`src/rtl/fetch_pc_unit_if.sv`:
```
// Fetch-stage bus bundle: instruction memory, interrupt handler, hazard/branch inputs and IF/ID outputs.
// FETCH_PERF_CNT_EN adds the injCount/bubbleCount performance counter outputs.
interface fetch_pc_unit_if #(
  parameter int PC_W    = 32,
  parameter int INSTR_W = 16
) ();
  logic [PC_W-1:0]    instrMemAddr;
  logic [INSTR_W-1:0] instrMemData;
  logic               interruptRaisedInstruction;
  logic [INSTR_W-1:0] interruptInstruction;
  logic               interruptRaisedBubble;
  logic               interruptStall;
  logic               interruptRaisedToFetch;
  logic               hazardStall;
  logic               branchTaken;
  logic [PC_W-1:0]    branchTarget;
  logic [INSTR_W-1:0] instrOut;
  logic [PC_W-1:0]    pcOut;
  logic               validOut;
  logic [PC_W-1:0]    savedPc;
`ifdef FETCH_PERF_CNT_EN
  logic [15:0]        injCount;
  logic [15:0]        bubbleCount;

  modport slave (
    output instrMemAddr, instrOut, pcOut, validOut, savedPc, injCount, bubbleCount,
    input  instrMemData, interruptRaisedInstruction, interruptInstruction,
           interruptRaisedBubble, interruptStall, interruptRaisedToFetch,
           hazardStall, branchTaken, branchTarget
  );
  modport master (
    input  instrMemAddr, instrOut, pcOut, validOut, savedPc, injCount, bubbleCount,
    output instrMemData, interruptRaisedInstruction, interruptInstruction,
           interruptRaisedBubble, interruptStall, interruptRaisedToFetch,
           hazardStall, branchTaken, branchTarget
  );
`else
  modport slave (
    output instrMemAddr, instrOut, pcOut, validOut, savedPc,
    input  instrMemData, interruptRaisedInstruction, interruptInstruction,
           interruptRaisedBubble, interruptStall, interruptRaisedToFetch,
           hazardStall, branchTaken, branchTarget
  );
  modport master (
    input  instrMemAddr, instrOut, pcOut, validOut, savedPc,
    output instrMemData, interruptRaisedInstruction, interruptInstruction,
           interruptRaisedBubble, interruptStall, interruptRaisedToFetch,
           hazardStall, branchTaken, branchTarget
  );
`endif
endinterface

```
`src/rtl/fetch_pc_unit.sv`:
```
// Fetch-stage PC owner: boots from the reset vector, vectors through the IVT, muxes injected words.
// Optional FETCH_PERF_CNT_EN adds saturating injected-word and bubble counters.
module fetch_pc_unit #(
  parameter int                PC_W           = 32,
  parameter int                INSTR_W        = 16,
  parameter logic [PC_W-1:0]   RESET_VEC_ADDR = '0,
  parameter logic [PC_W-1:0]   IVT_ADDR       = PC_W'(2),
  parameter logic [INSTR_W-1:0] NOP_WORD      = '0
) (
  input  logic           clk,
  input  logic           rst,
  fetch_pc_unit_if.slave bus
);
  localparam int HI_W = PC_W - 16;

  typedef enum logic [2:0] {BOOT_HI, BOOT_LO, RUN, VEC_HI, VEC_LO} state_e;

  state_e             state_q, state_d;
  logic [PC_W-1:0]    pc_q, pc_d;
  logic [INSTR_W-1:0] instr_q, instr_d;
  logic [PC_W-1:0]    pc_out_q, pc_out_d;
  logic               valid_q, valid_d;
  logic [PC_W-1:0]    saved_q, saved_d;
  logic               inj_active_q, inj_active_d;
  logic [PC_W-1:0]    mem_addr;

  // Address path kept separate from next-state logic so the memory read is not a comb loop.
  always_comb begin
    mem_addr = pc_q;
    case (state_q)
      BOOT_HI: mem_addr = RESET_VEC_ADDR;
      BOOT_LO: mem_addr = RESET_VEC_ADDR + PC_W'(1);
      VEC_HI:  mem_addr = IVT_ADDR;
      VEC_LO:  mem_addr = IVT_ADDR + PC_W'(1);
      default: mem_addr = pc_q;
    endcase
  end

  always_comb begin
    state_d      = state_q;
    pc_d         = pc_q;
    instr_d      = instr_q;
    pc_out_d     = pc_out_q;
    valid_d      = valid_q;
    saved_d      = saved_q;
    inj_active_d = inj_active_q;
    case (state_q)
      BOOT_HI, VEC_HI: begin
        pc_d    = {HI_W'(bus.instrMemData), pc_q[15:0]};
        instr_d = NOP_WORD;
        valid_d = 1'b0;
        state_d = (state_q == BOOT_HI) ? BOOT_LO : VEC_LO;
      end
      BOOT_LO, VEC_LO: begin
        pc_d    = {pc_q[PC_W-1:16], 16'(bus.instrMemData)};
        instr_d = NOP_WORD;
        valid_d = 1'b0;
        state_d = RUN;
      end
      RUN: begin
        if (bus.interruptRaisedToFetch) begin
          state_d      = VEC_HI;
          instr_d      = NOP_WORD;
          valid_d      = 1'b0;
          inj_active_d = 1'b0;
        end else if (bus.interruptRaisedInstruction) begin
          // Injection beats a same-cycle branch; the handler resolves jumps beforehand.
          instr_d = bus.interruptInstruction;
          valid_d = !bus.interruptRaisedBubble;
          if (!bus.interruptRaisedBubble && !inj_active_q) begin
            saved_d      = pc_q;
            inj_active_d = 1'b1;
          end
        end else if (bus.hazardStall) begin
          // Everything holds via defaults.
        end else if (bus.interruptStall) begin
          instr_d = NOP_WORD;
          valid_d = 1'b0;
        end else if (bus.branchTaken) begin
          pc_d    = bus.branchTarget;
          instr_d = NOP_WORD;
          valid_d = 1'b0;
        end else begin
          instr_d  = bus.instrMemData;
          pc_out_d = pc_q;
          valid_d  = 1'b1;
          pc_d     = pc_q + PC_W'(1);
        end
      end
      default: state_d = BOOT_HI;
    endcase
  end

  always_ff @(posedge clk) begin
    if (!rst) begin
      state_q      <= BOOT_HI;
      pc_q         <= '0;
      instr_q      <= NOP_WORD;
      pc_out_q     <= '0;
      valid_q      <= 1'b0;
      saved_q      <= '0;
      inj_active_q <= 1'b0;
    end else begin
      state_q      <= state_d;
      pc_q         <= pc_d;
      instr_q      <= instr_d;
      pc_out_q     <= pc_out_d;
      valid_q      <= valid_d;
      saved_q      <= saved_d;
      inj_active_q <= inj_active_d;
    end
  end

  assign bus.instrMemAddr = mem_addr;
  assign bus.instrOut     = instr_q;
  assign bus.pcOut        = pc_out_q;
  assign bus.validOut     = valid_q;
  assign bus.savedPc      = saved_q;

`ifdef FETCH_PERF_CNT_EN
  logic [15:0] inj_cnt_q, inj_cnt_d;
  logic [15:0] bub_cnt_q, bub_cnt_d;
  logic        inj_evt, bub_evt;

  always_comb begin
    inj_evt   = (state_q == RUN) && !bus.interruptRaisedToFetch &&
                bus.interruptRaisedInstruction && !bus.interruptRaisedBubble;
    bub_evt   = (state_q == RUN) && !valid_d;
    inj_cnt_d = inj_cnt_q;
    bub_cnt_d = bub_cnt_q;
    if (inj_evt && inj_cnt_q != 16'hFFFF) inj_cnt_d = inj_cnt_q + 16'd1;
    if (bub_evt && bub_cnt_q != 16'hFFFF) bub_cnt_d = bub_cnt_q + 16'd1;
  end

  always_ff @(posedge clk) begin
    if (!rst) begin
      inj_cnt_q <= '0;
      bub_cnt_q <= '0;
    end else begin
      inj_cnt_q <= inj_cnt_d;
      bub_cnt_q <= bub_cnt_d;
    end
  end

  assign bus.injCount    = inj_cnt_q;
  assign bus.bubbleCount = bub_cnt_q;
`endif
endmodule

```
`src/flat_wrapper.sv`:
```
// flat-port wrapper written by rule: the top's interface ports become plain ports
module fetch_pc_unit_flat 
#(
  parameter int                PC_W           = 32,
  parameter int                INSTR_W        = 16,
  parameter logic [PC_W-1:0]   RESET_VEC_ADDR = '0,
  parameter logic [PC_W-1:0]   IVT_ADDR       = PC_W'(2),
  parameter logic [INSTR_W-1:0] NOP_WORD      = '0
)
  (clk, rst, bus_instrMemAddr, bus_instrOut, bus_pcOut, bus_validOut, bus_savedPc, bus_instrMemData, bus_interruptRaisedInstruction, bus_interruptInstruction, bus_interruptRaisedBubble, bus_interruptStall, bus_interruptRaisedToFetch, bus_hazardStall, bus_branchTaken, bus_branchTarget);
  fetch_pc_unit_if #(.PC_W(PC_W), .INSTR_W(INSTR_W)) bus_i ();
  input  logic clk;
  input  logic rst;
  output wire logic [$bits(bus_i.instrMemAddr)-1:0] bus_instrMemAddr;
  output wire logic [$bits(bus_i.instrOut)-1:0] bus_instrOut;
  output wire logic [$bits(bus_i.pcOut)-1:0] bus_pcOut;
  output wire logic [$bits(bus_i.validOut)-1:0] bus_validOut;
  output wire logic [$bits(bus_i.savedPc)-1:0] bus_savedPc;
  input wire logic [$bits(bus_i.instrMemData)-1:0] bus_instrMemData;
  input wire logic [$bits(bus_i.interruptRaisedInstruction)-1:0] bus_interruptRaisedInstruction;
  input wire logic [$bits(bus_i.interruptInstruction)-1:0] bus_interruptInstruction;
  input wire logic [$bits(bus_i.interruptRaisedBubble)-1:0] bus_interruptRaisedBubble;
  input wire logic [$bits(bus_i.interruptStall)-1:0] bus_interruptStall;
  input wire logic [$bits(bus_i.interruptRaisedToFetch)-1:0] bus_interruptRaisedToFetch;
  input wire logic [$bits(bus_i.hazardStall)-1:0] bus_hazardStall;
  input wire logic [$bits(bus_i.branchTaken)-1:0] bus_branchTaken;
  input wire logic [$bits(bus_i.branchTarget)-1:0] bus_branchTarget;
  assign bus_instrMemAddr = bus_i.instrMemAddr;
  assign bus_instrOut = bus_i.instrOut;
  assign bus_pcOut = bus_i.pcOut;
  assign bus_validOut = bus_i.validOut;
  assign bus_savedPc = bus_i.savedPc;
  assign bus_i.instrMemData = bus_instrMemData;
  assign bus_i.interruptRaisedInstruction = bus_interruptRaisedInstruction;
  assign bus_i.interruptInstruction = bus_interruptInstruction;
  assign bus_i.interruptRaisedBubble = bus_interruptRaisedBubble;
  assign bus_i.interruptStall = bus_interruptStall;
  assign bus_i.interruptRaisedToFetch = bus_interruptRaisedToFetch;
  assign bus_i.hazardStall = bus_hazardStall;
  assign bus_i.branchTaken = bus_branchTaken;
  assign bus_i.branchTarget = bus_branchTarget;
  fetch_pc_unit #(.PC_W(PC_W), .INSTR_W(INSTR_W), .RESET_VEC_ADDR(RESET_VEC_ADDR), .IVT_ADDR(IVT_ADDR), .NOP_WORD(NOP_WORD)) u_core (.clk(clk), .rst(rst), .bus(bus_i));
endmodule
```
`config.mk`:
```
export PLATFORM = sky130hd
export DESIGN_NAME = fetch_pc_unit_flat
export DESIGN_NICKNAME = d
export VERILOG_FILES = /design/src/rtl/fetch_pc_unit_if.sv /design/src/rtl/fetch_pc_unit.sv /design/src/flat_wrapper.sv
export SDC_FILE = /design/constraint.sdc
export NUM_CORES = 1
export LEC_CHECK = 0
export BUFFER_PORTS_ARGS = -buffer_cell sky130_fd_sc_hd__buf_2
export CAP_MARGIN = 25
export CORE_MARGIN = 5
export CORE_UTILIZATION = 50
export CTS_BUF_LIST = sky130_fd_sc_hd__clkbuf_4
export CTS_CLUSTER_DIAMETER = 60
export CTS_CLUSTER_SIZE = 8
export DETAILED_ROUTE_END_ITERATION = 8
export PLACE_DENSITY = 0.77
export SYNTH_ARGS = -nofsm -noshare
export SYNTH_HDL_FRONTEND = slang
export SYNTH_SLANG_ARGS = --single-unit
```
`constraint.sdc`:
```
create_clock -name clk -period 2.7 [get_ports clk]
set_clock_uncertainty 0.2 [all_clocks]
set_input_delay 0 -clock clk [delete_from_list [all_inputs] [get_ports clk]]
set_output_delay 0 -clock clk [all_outputs]
set_load 0.005 [all_outputs]
```
==> flow_metrics.tcl, run 1 <==
set metrics [dict create \
    level_count_of_the_clock_h_tree 4 \
    layout_worst_path_cycle_share 0.974 \
    largest_net_degree_at_the_start_of_global_routing 81 \
    finalWirelength_mm 22.8 \
    max-vdd-ir-drop_uv 336 \
    synth_seq_cells 117 \
    grt_pass1_wl_mm 36.1 \
    post_route_cells_drive_above_1_share 0.256 \
    postSynthNetCount 858 \
    std_cell_rows 39 \
    core_area_mm2 0.0115 \
    cts_sinks 117 \
    synth-main-ff-cell "dfxtp_1" \
    timing.max_cap.violations 0 \
    synthArstFlopShare 0 \
    placed_cells_incl_taps 1088 \
    clock_latency_ps 560 \
    drt-pass1-iter-count 8 \
    timing.hold.worst.class "in -> reg" \
    routabilityCongestion 0.977 \
    p_leak_uw 0.00339 \
    setup.worst_path.end_class "flop" \
    cellPowerDensity_mw_per_mm2 513 \
    path_class "reg -> reg" \
    die-width_um 119 \
    wl_per_cell_um 18.7 \
    cts.root.buffer_cell "clkbuf_4" \
    track_usage 0.316 \
    synth.avg_cell_area_um2 7.50 \
    maxSlewViolCount 0 \
    synth.lib_cells_used.distinct 66 \
    setup_violations 0 \
    num_vias 7159 \
    critPathRequiredTime_ps 2940 \
    setup_tns_ps 0 \
    floorplan.io_pins 185 \
    fillCellCount 885 \
    crit_path_start_kind "flop" \
    slew_headroom 0.412 \
    overflow 0 \
    run_status "complete, no violations" \
    initial_core_utilization 0.513 \
    detail_route.drc_violations 0 \
    cts_buffers 17 \
    tritoncts "done" \
    die-area_mm2 0.0140 \
    drt-vias-per-instance 5.87 \
    synth.cell_area_mm2 0.00589 \
    die_h_um 119 \
    tightest_slew_ps 882 \
    clk_path_buf_depth 2 \
    detailed_place_hpwl_mm 14.5 \
    synth-edff-count 0 \
    antenna_violations_before_repair 0 \
    top_fanout_value_on_the_critical_path 8 \
    timing.final.hold_violations 0 \
    nets 1137 \
    fmax_mhz 380 \
    post_synth_inst_count 785 \
    antenna-diode-count 0 \
    critical_path_arrival_ps 2870 \
    proportion_of_synthesized_chip_area_in_sequential_cells 0.398 \
    clkTransAtPathRegs_ps 120 \
    postRouteAntennaNets 0 \
    initialDrtViolationCount 882 \
    first_global_vias 6923 \
    setup_repair_after_global_routing_missed_its_margin "false" \
    finalWorstPathRequiredPeriod_ps 2630 \
    area.growth.synth_to_final_pct 43.1 \
    post_layout_nonfiller_instances 1220 \
    yosysWarnings 0 \
    numPortBuffers 184 \
]
-- cell families after synthesis --
group                    after synthesis  share of synthesized area
buffers and inverters                 80                     0.0553
AO/OA/AOI/OAI                        219                      0.238
multiplexers                           4                    0.00701
XOR/XNOR                              10                     0.0149
AND/OR/NAND/NOR                      354                      0.285
flip-flops                           117                      0.398
adder cells (fa/ha/maj)                1                    0.00213
-- final cells by class --
class / count / area [um^2] / area share
Multi-Input combinational cell: 588 / 3250 / 0.386
Inverter: 9 / 33.8 / 0.00401
Clock buffer: 17 / 128 / 0.0151
Timing Repair Buffer: 331 / 2300 / 0.273
Tap cell: 143 / 179 / 0.0212
Clock inverter: 15 / 188 / 0.0223
Sequential cell: 117 / 2350 / 0.278
-- metrics by stage --
step | util | power [uW] | setup WS [ps] | hold WS, ps | cell area [um^2]
after floorplan | - | 2380 | 316 | -37.4 | 5890
after global routing | 0.735 | 4500 | 5.95 | 128 | 8430
after CTS | 0.734 | 4270 | 10.6 | 88.5 | 8410
final | 0.735 | 4320 | 70.9 | 140 | 8430
after global placement | 0.619 | 2730 | 286 | 129 | 7100
after detailed placement | 0.619 | 2730 | 263 | 131 | 7100
-- Yosys cell counts, drive strengths merged (3+ instances only) --
| cell | n | area, um^2 |
|---|---|---|
| nand3 | 18 | 90.1 |
| or4 | 7 | 56.3 |
| and2 | 20 | 125 |
| a222oi | 3 | 30.0 |
| nand2 | 181 | 679 |
| a31oi | 4 | 25.0 |
| nor3b | 3 | 22.5 |
| nand2b | 4 | 25.0 |
| and3 | 3 | 18.8 |
| o211ai | 8 | 60.1 |
| a21o | 4 | 30.0 |
| nor3 | 11 | 55.1 |
| inv | 8 | 30.0 |
| nor2 | 37 | 139 |
| o21ai | 42 | 210 |
| nor2b | 30 | 188 |
| buf | 8 | 53.8 |
| clkbuf | 63 | 238 |
| a22o | 6 | 52.6 |
| nand4 | 15 | 93.8 |
| a221oi | 6 | 52.6 |
| a22oi | 24 | 180 |
| nor4 | 11 | 68.8 |
| mux2i | 3 | 30.0 |
| o2111ai | 4 | 35.0 |
| o22ai | 4 | 25.0 |
| xor2 | 6 | 52.6 |
| xnor2 | 4 | 35.0 |
| a21oi | 83 | 415 |
| dfxtp | 117 | 2340 |
| a311oi | 5 | 43.8 |
| and4 | 4 | 35.0 |
-- layer usage --
| metal | wire length (um) | up-vias | track usage |
|---|---|---|---|
| li1 | - | 3337 | - |
| met1 | 8910 | 3268 | 0.402 |
| met2 | 10300 | 461 | 0.491 |
| met3 | 2530 | 93 | 0.0898 |
| met4 | 1050 | 0 | 0.155 |
| met5 | 0 | - | 0 |
-- worst max-delay path, stage by stage, from the launching register on --
cell and delay (ps):
dfxtp_1 470, nand4_1 140, buf_4 160, or4_1 560, o221ai_1 210, o211ai_1 100, o211a_1 140, dlygate4sd3_1 550
-- placed cells by master, fill, tap and decap left out, drive strengths merged, types with 3 or more instances in the layout --
master | netlist | final
buf | 8 | 231
nand2 | 181 | 181
dfxtp | 117 | 117
dlygate4sd3 | 0 | 100
a21oi | 83 | 83
o21ai | 42 | 42
nor2 | 37 | 37
nor2b | 30 | 30
a22oi | 24 | 24
and2 | 20 | 20
nand3 | 18 | 18
clkbuf | 63 | 17
nand4 | 15 | 15
nor3 | 11 | 11
nor4 | 11 | 11
o211ai | 8 | 8
inv | 8 | 8
or4 | 7 | 7
clkinv | 1 | 7
xor2 | 6 | 6
a22o | 6 | 6
a221oi | 6 | 6
a311oi | 5 | 5
clkinvlp | 0 | 5
and4 | 4 | 4
xnor2 | 4 | 4
o22ai | 4 | 4
nand2b | 4 | 4
a31oi | 4 | 4
o2111ai | 4 | 4
a21o | 4 | 4
bufinv | 0 | 4
a222oi | 3 | 3
and3 | 3 | 3
mux2i | 3 | 3
nor3b | 3 | 3
-- repair_timing --
action                                  CTS  global route
endpoints found under the setup margin    0            17
hold buffers                            100             0
endpoints found under the hold margin   101             0
resized for setup                         0             5
buffers inserted                          0             0
-- path summary, 6_finish.rpt --
path,startpoint,to,slack [ps],depth (start not counted)
hold / removal,bus_instrMemData[7],u_core.pc_q[7],140,4
setup reg to reg,u_core.pc_q[10],u_core.pc_q[15],70,7
hold reg to reg,u_core.bus.savedPc[13],u_core.bus.savedPc[13],260,2
setup / recovery,u_core.pc_q[10],u_core.pc_q[15],70,7
-- flip-flops by register name, indices dropped and copies added, names as in the netlist --
register             flops
u_core.bus.pcOut        32
u_core.bus.savedPc      32
u_core.pc_q             32
u_core.bus.instrOut     16
u_core.state_q           3
u_core.bus.validOut      1
u_core.inj_active_q      1
-- power breakdown --
part           switching [uW]  internal [uW]
Sequential                119           1800
Clock                     706            720
Combinational             525            453
Total                    1350           2970
Power figures use the tool's default switching activity.
==> run 2: changes to the inputs <==
--- a/config.mk
+++ b/config.mk
@@ -5,12 +5,13 @@
 export SDC_FILE = /design/constraint.sdc
 export NUM_CORES = 1
 export LEC_CHECK = 0
+export ABC_AREA = 1
 export BUFFER_PORTS_ARGS = -buffer_cell sky130_fd_sc_hd__buf_2
 export CAP_MARGIN = 25
 export CORE_MARGIN = 5
 export CORE_UTILIZATION = 50
 export CTS_BUF_LIST = sky130_fd_sc_hd__clkbuf_4
-export CTS_CLUSTER_DIAMETER = 60
+export CTS_CLUSTER_DIAMETER = 120
 export CTS_CLUSTER_SIZE = 8
 export DETAILED_ROUTE_END_ITERATION = 8
 export PLACE_DENSITY = 0.77
==> flow_metrics.tcl, run 2 <==
set metrics [dict create \
    postSynthNetCount 973 \
    core_area_mm2 0.0115 \
    route.layer.met1.wl_mm 9.51 \
    largest_net_degree_at_the_start_of_global_routing 94 \
    tritoncts "done" \
    setup_repair_after_global_routing_missed_its_margin "true" \
    cts_buffers 17 \
    die_h_um 119 \
    synth.lib_cells_used.distinct 30 \
    fmax_mhz 368 \
    pnr_worst_setup_slack_ps -19.8 \
    antenna_violations_before_repair 1 \
    maxSlewViolCount 0 \
    fillCellCount 876 \
    timing.max_cap.violations 0 \
    yosys.area.top_type_share 0.395 \
    setup.worst_path.end_class "flop" \
    crit_path_frequent_cell "dlygate4sd3_1" \
    timing.final.hold_violations 0 \
    drt-pass1-iter-count 9 \
    fin_hold_ws_ps 37.2 \
    synthArstFlopShare 0 \
    synth.avg_cell_area_um2 6.60 \
    synth.cell_area_mm2 0.00594 \
    crit_start "bus_interruptStall" \
    post_synth_inst_count 900 \
    placement.cell_area_mm2 0.00687 \
    p_leak_uw 0.00387 \
    crit_path_start_kind "input port" \
    run_status "complete, but fails checks" \
    post-synth-top-area-cell "dfxtp_1" \
    crit_path_max_incr_delay_ps 620 \
    path_class "in -> reg" \
    met3_wl_mm 2.35 \
    num_vias 7626 \
    overflow 0 \
    std_cell_rows 39 \
    critical_path_arrival_ps 2940 \
    proportion_of_synthesized_chip_area_in_sequential_cells 0.395 \
    finalWirelength_mm 23.6 \
    r2r_slack_ps 140 \
    top_signal_layer_used "met4" \
    setup_tns_ps -19.8 \
    timing.critical_path.cells "dlygate4sd3_1 > buf_2 > nor2_2 > nand3_2 > o21ai_0 > dlygate4sd3_1 > nand2_1 > dlygate4sd3_1 > a21oi_1" \
    worst_hold_startpoint "bus_interruptRaisedToFetch" \
    finalWorstPathRequiredPeriod_ps 2720 \
    numPortBuffers 184 \
    critPathRequiredTime_ps 2920 \
    violations "negative setup slack" \
    synthTopCellsByCount "nand2_1 (156), a21oi_1 (142), o21ai_0 (131)" \
    report.power.total_uw 4730 \
    synth-edff-count 0 \
    cellPowerDensity_mw_per_mm2 551 \
    yosysWarnings 0 \
    clkTransAtPathRegs_ps 120 \
    timing.hold.worst.class "in -> reg" \
    area.growth.synth_to_final_pct 44.8 \
    level_count_of_the_clock_h_tree 4 \
    die-area_mm2 0.0142 \
    crit-reg2reg-launch "u_core.state_q[2]" \
    initialDrtViolationCount 910 \
    setup_violations 1 \
    cts_sinks 117 \
    grt_pass1_wl_mm 37.4 \
    die-width_um 119 \
    finalInstanceArea_mm2 0.00859 \
    max-vdd-ir-drop_uv 291 \
    initial_core_utilization 0.515 \
    clock_latency_ps 520 \
    routabilityCongestion 0.982 \
    nets 1270 \
    clk_path_buf_depth 2 \
    slew_headroom 0.422 \
    floorplan.io_pins 185 \
    detailed_place_hpwl_mm 13.8 \
    yosysMostFrequentCell "nand2_1" \
    most_frequent_cells_in_the_layout "buf_2 (184), nand2_1 (156), a21oi_1 (142), dlygate4sd3_1 (136), o21ai_0 (131)" \
    detail_route.drc_violations 0 \
    cts.root.buffer_cell "clkbuf_4" \
    commonest_non_fill_non_tap_cell_in_the_layout "buf_2" \
    top_fanout_value_on_the_critical_path 17 \
    synth_seq_cells 117 \
    drt-vias-per-instance 5.64 \
    postRouteAntennaNets 0 \
    synth-main-ff-cell "dfxtp_1" \
    track_usage 0.324 \
    slowest_stage "dlygate4sd3_1" \
    wl_per_cell_um 17.4 \
    tightest_slew_ps 865 \
    layout_worst_path_cycle_share 1.01 \
    post_route_cells_drive_above_1_share 0.208 \
    pre_cts_slack_ps 687 \
    ys_top_cells_by_area "dfxtp_1 (39%), a21oi_1 (12%), o21ai_0 (11%)" \
    first_global_vias 7205 \
    detailroute.wirelength.met2_mm 10.7 \
]
-- run 2: cell types whose count changed in the layout (fill, tap and decap cells not counted), moves of 40 or more --
| cell | before | now |
|---|---|---|
| nor2_1 | 36 | 126 |
| buf_4 | 45 | 5 |
| o21ai_0 | 42 | 131 |
| a21oi_1 | 82 | 142 |
| inv_1 | 7 | 76 |
-- run 2: where the power goes --
part | internal (uW) | switching [uW] | total [uW]
Combinational | 532 | 758 | 1290
Sequential | 1840 | 131 | 1980
Clock | 737 | 732 | 1470
-- run 2: cell families after synthesis --
| kind of cell | count (synthesis) | synth area share |
|---|---|---|
| flip-flops | 117 | 0.395 |
| buffers and inverters | 132 | 0.0959 |
| XOR/XNOR | 5 | 0.00738 |
| AO/OA/AOI/OAI | 287 | 0.245 |
| adder cells (fa/ha/maj) | 1 | 0.00211 |
| AND/OR/NAND/NOR | 358 | 0.255 |
-- run 2: path summary, 6_finish.rpt --
check                                          endpoint  depth (start not counted)
worst max-delay path             u_core.bus.instrOut[5]                          9
worst min-delay path                     u_core.pc_q[4]                          6
worst max register to register           u_core.pc_q[0]                          9
worst min register to register  u_core.bus.instrOut[10]                          2
-- run 2: timing repair --
item	CTS	global route
buffers inserted	0	1
hold endpoints to repair	111	0
resized for setup	0	10
hold buffers	136	0
endpoints found under the setup margin	0	23
-- run 2: metal layers --
layer,vias up,GRT usage
li1,3552,-
met1,3448,0.406
met2,528,0.520
met3,98,0.0815
met4,0,0.158
met5,-,0
-- run 2: metrics by stage --
stage          std cells  utilization
2_1_floorplan        900            -
3_3_place_gp        1184        0.597
3_5_place_dp        1184        0.597
4_1_cts             1351        0.743
5_1_grt             1353        0.746
6_report            1353        0.746
-- run 2: critical path, delay by kind of cell --
kind	cells	cell delay, ps
buffers and inverters	4	1850
AND/OR/NAND/NOR	3	540
AO/OA/AOI/OAI	2	540
-- run 2: final cells by class --
class	instances	area, um^2	area share
antenna	1	2.50	0.000291
inverter	81	307	0.0357
timing repair buffer	329	2390	0.278
tap	143	179	0.0208
clock inverter	13	184	0.0214
sequential	117	2340	0.273
clock buffer	18	135	0.0157
multi-input combinational	651	3050	0.355
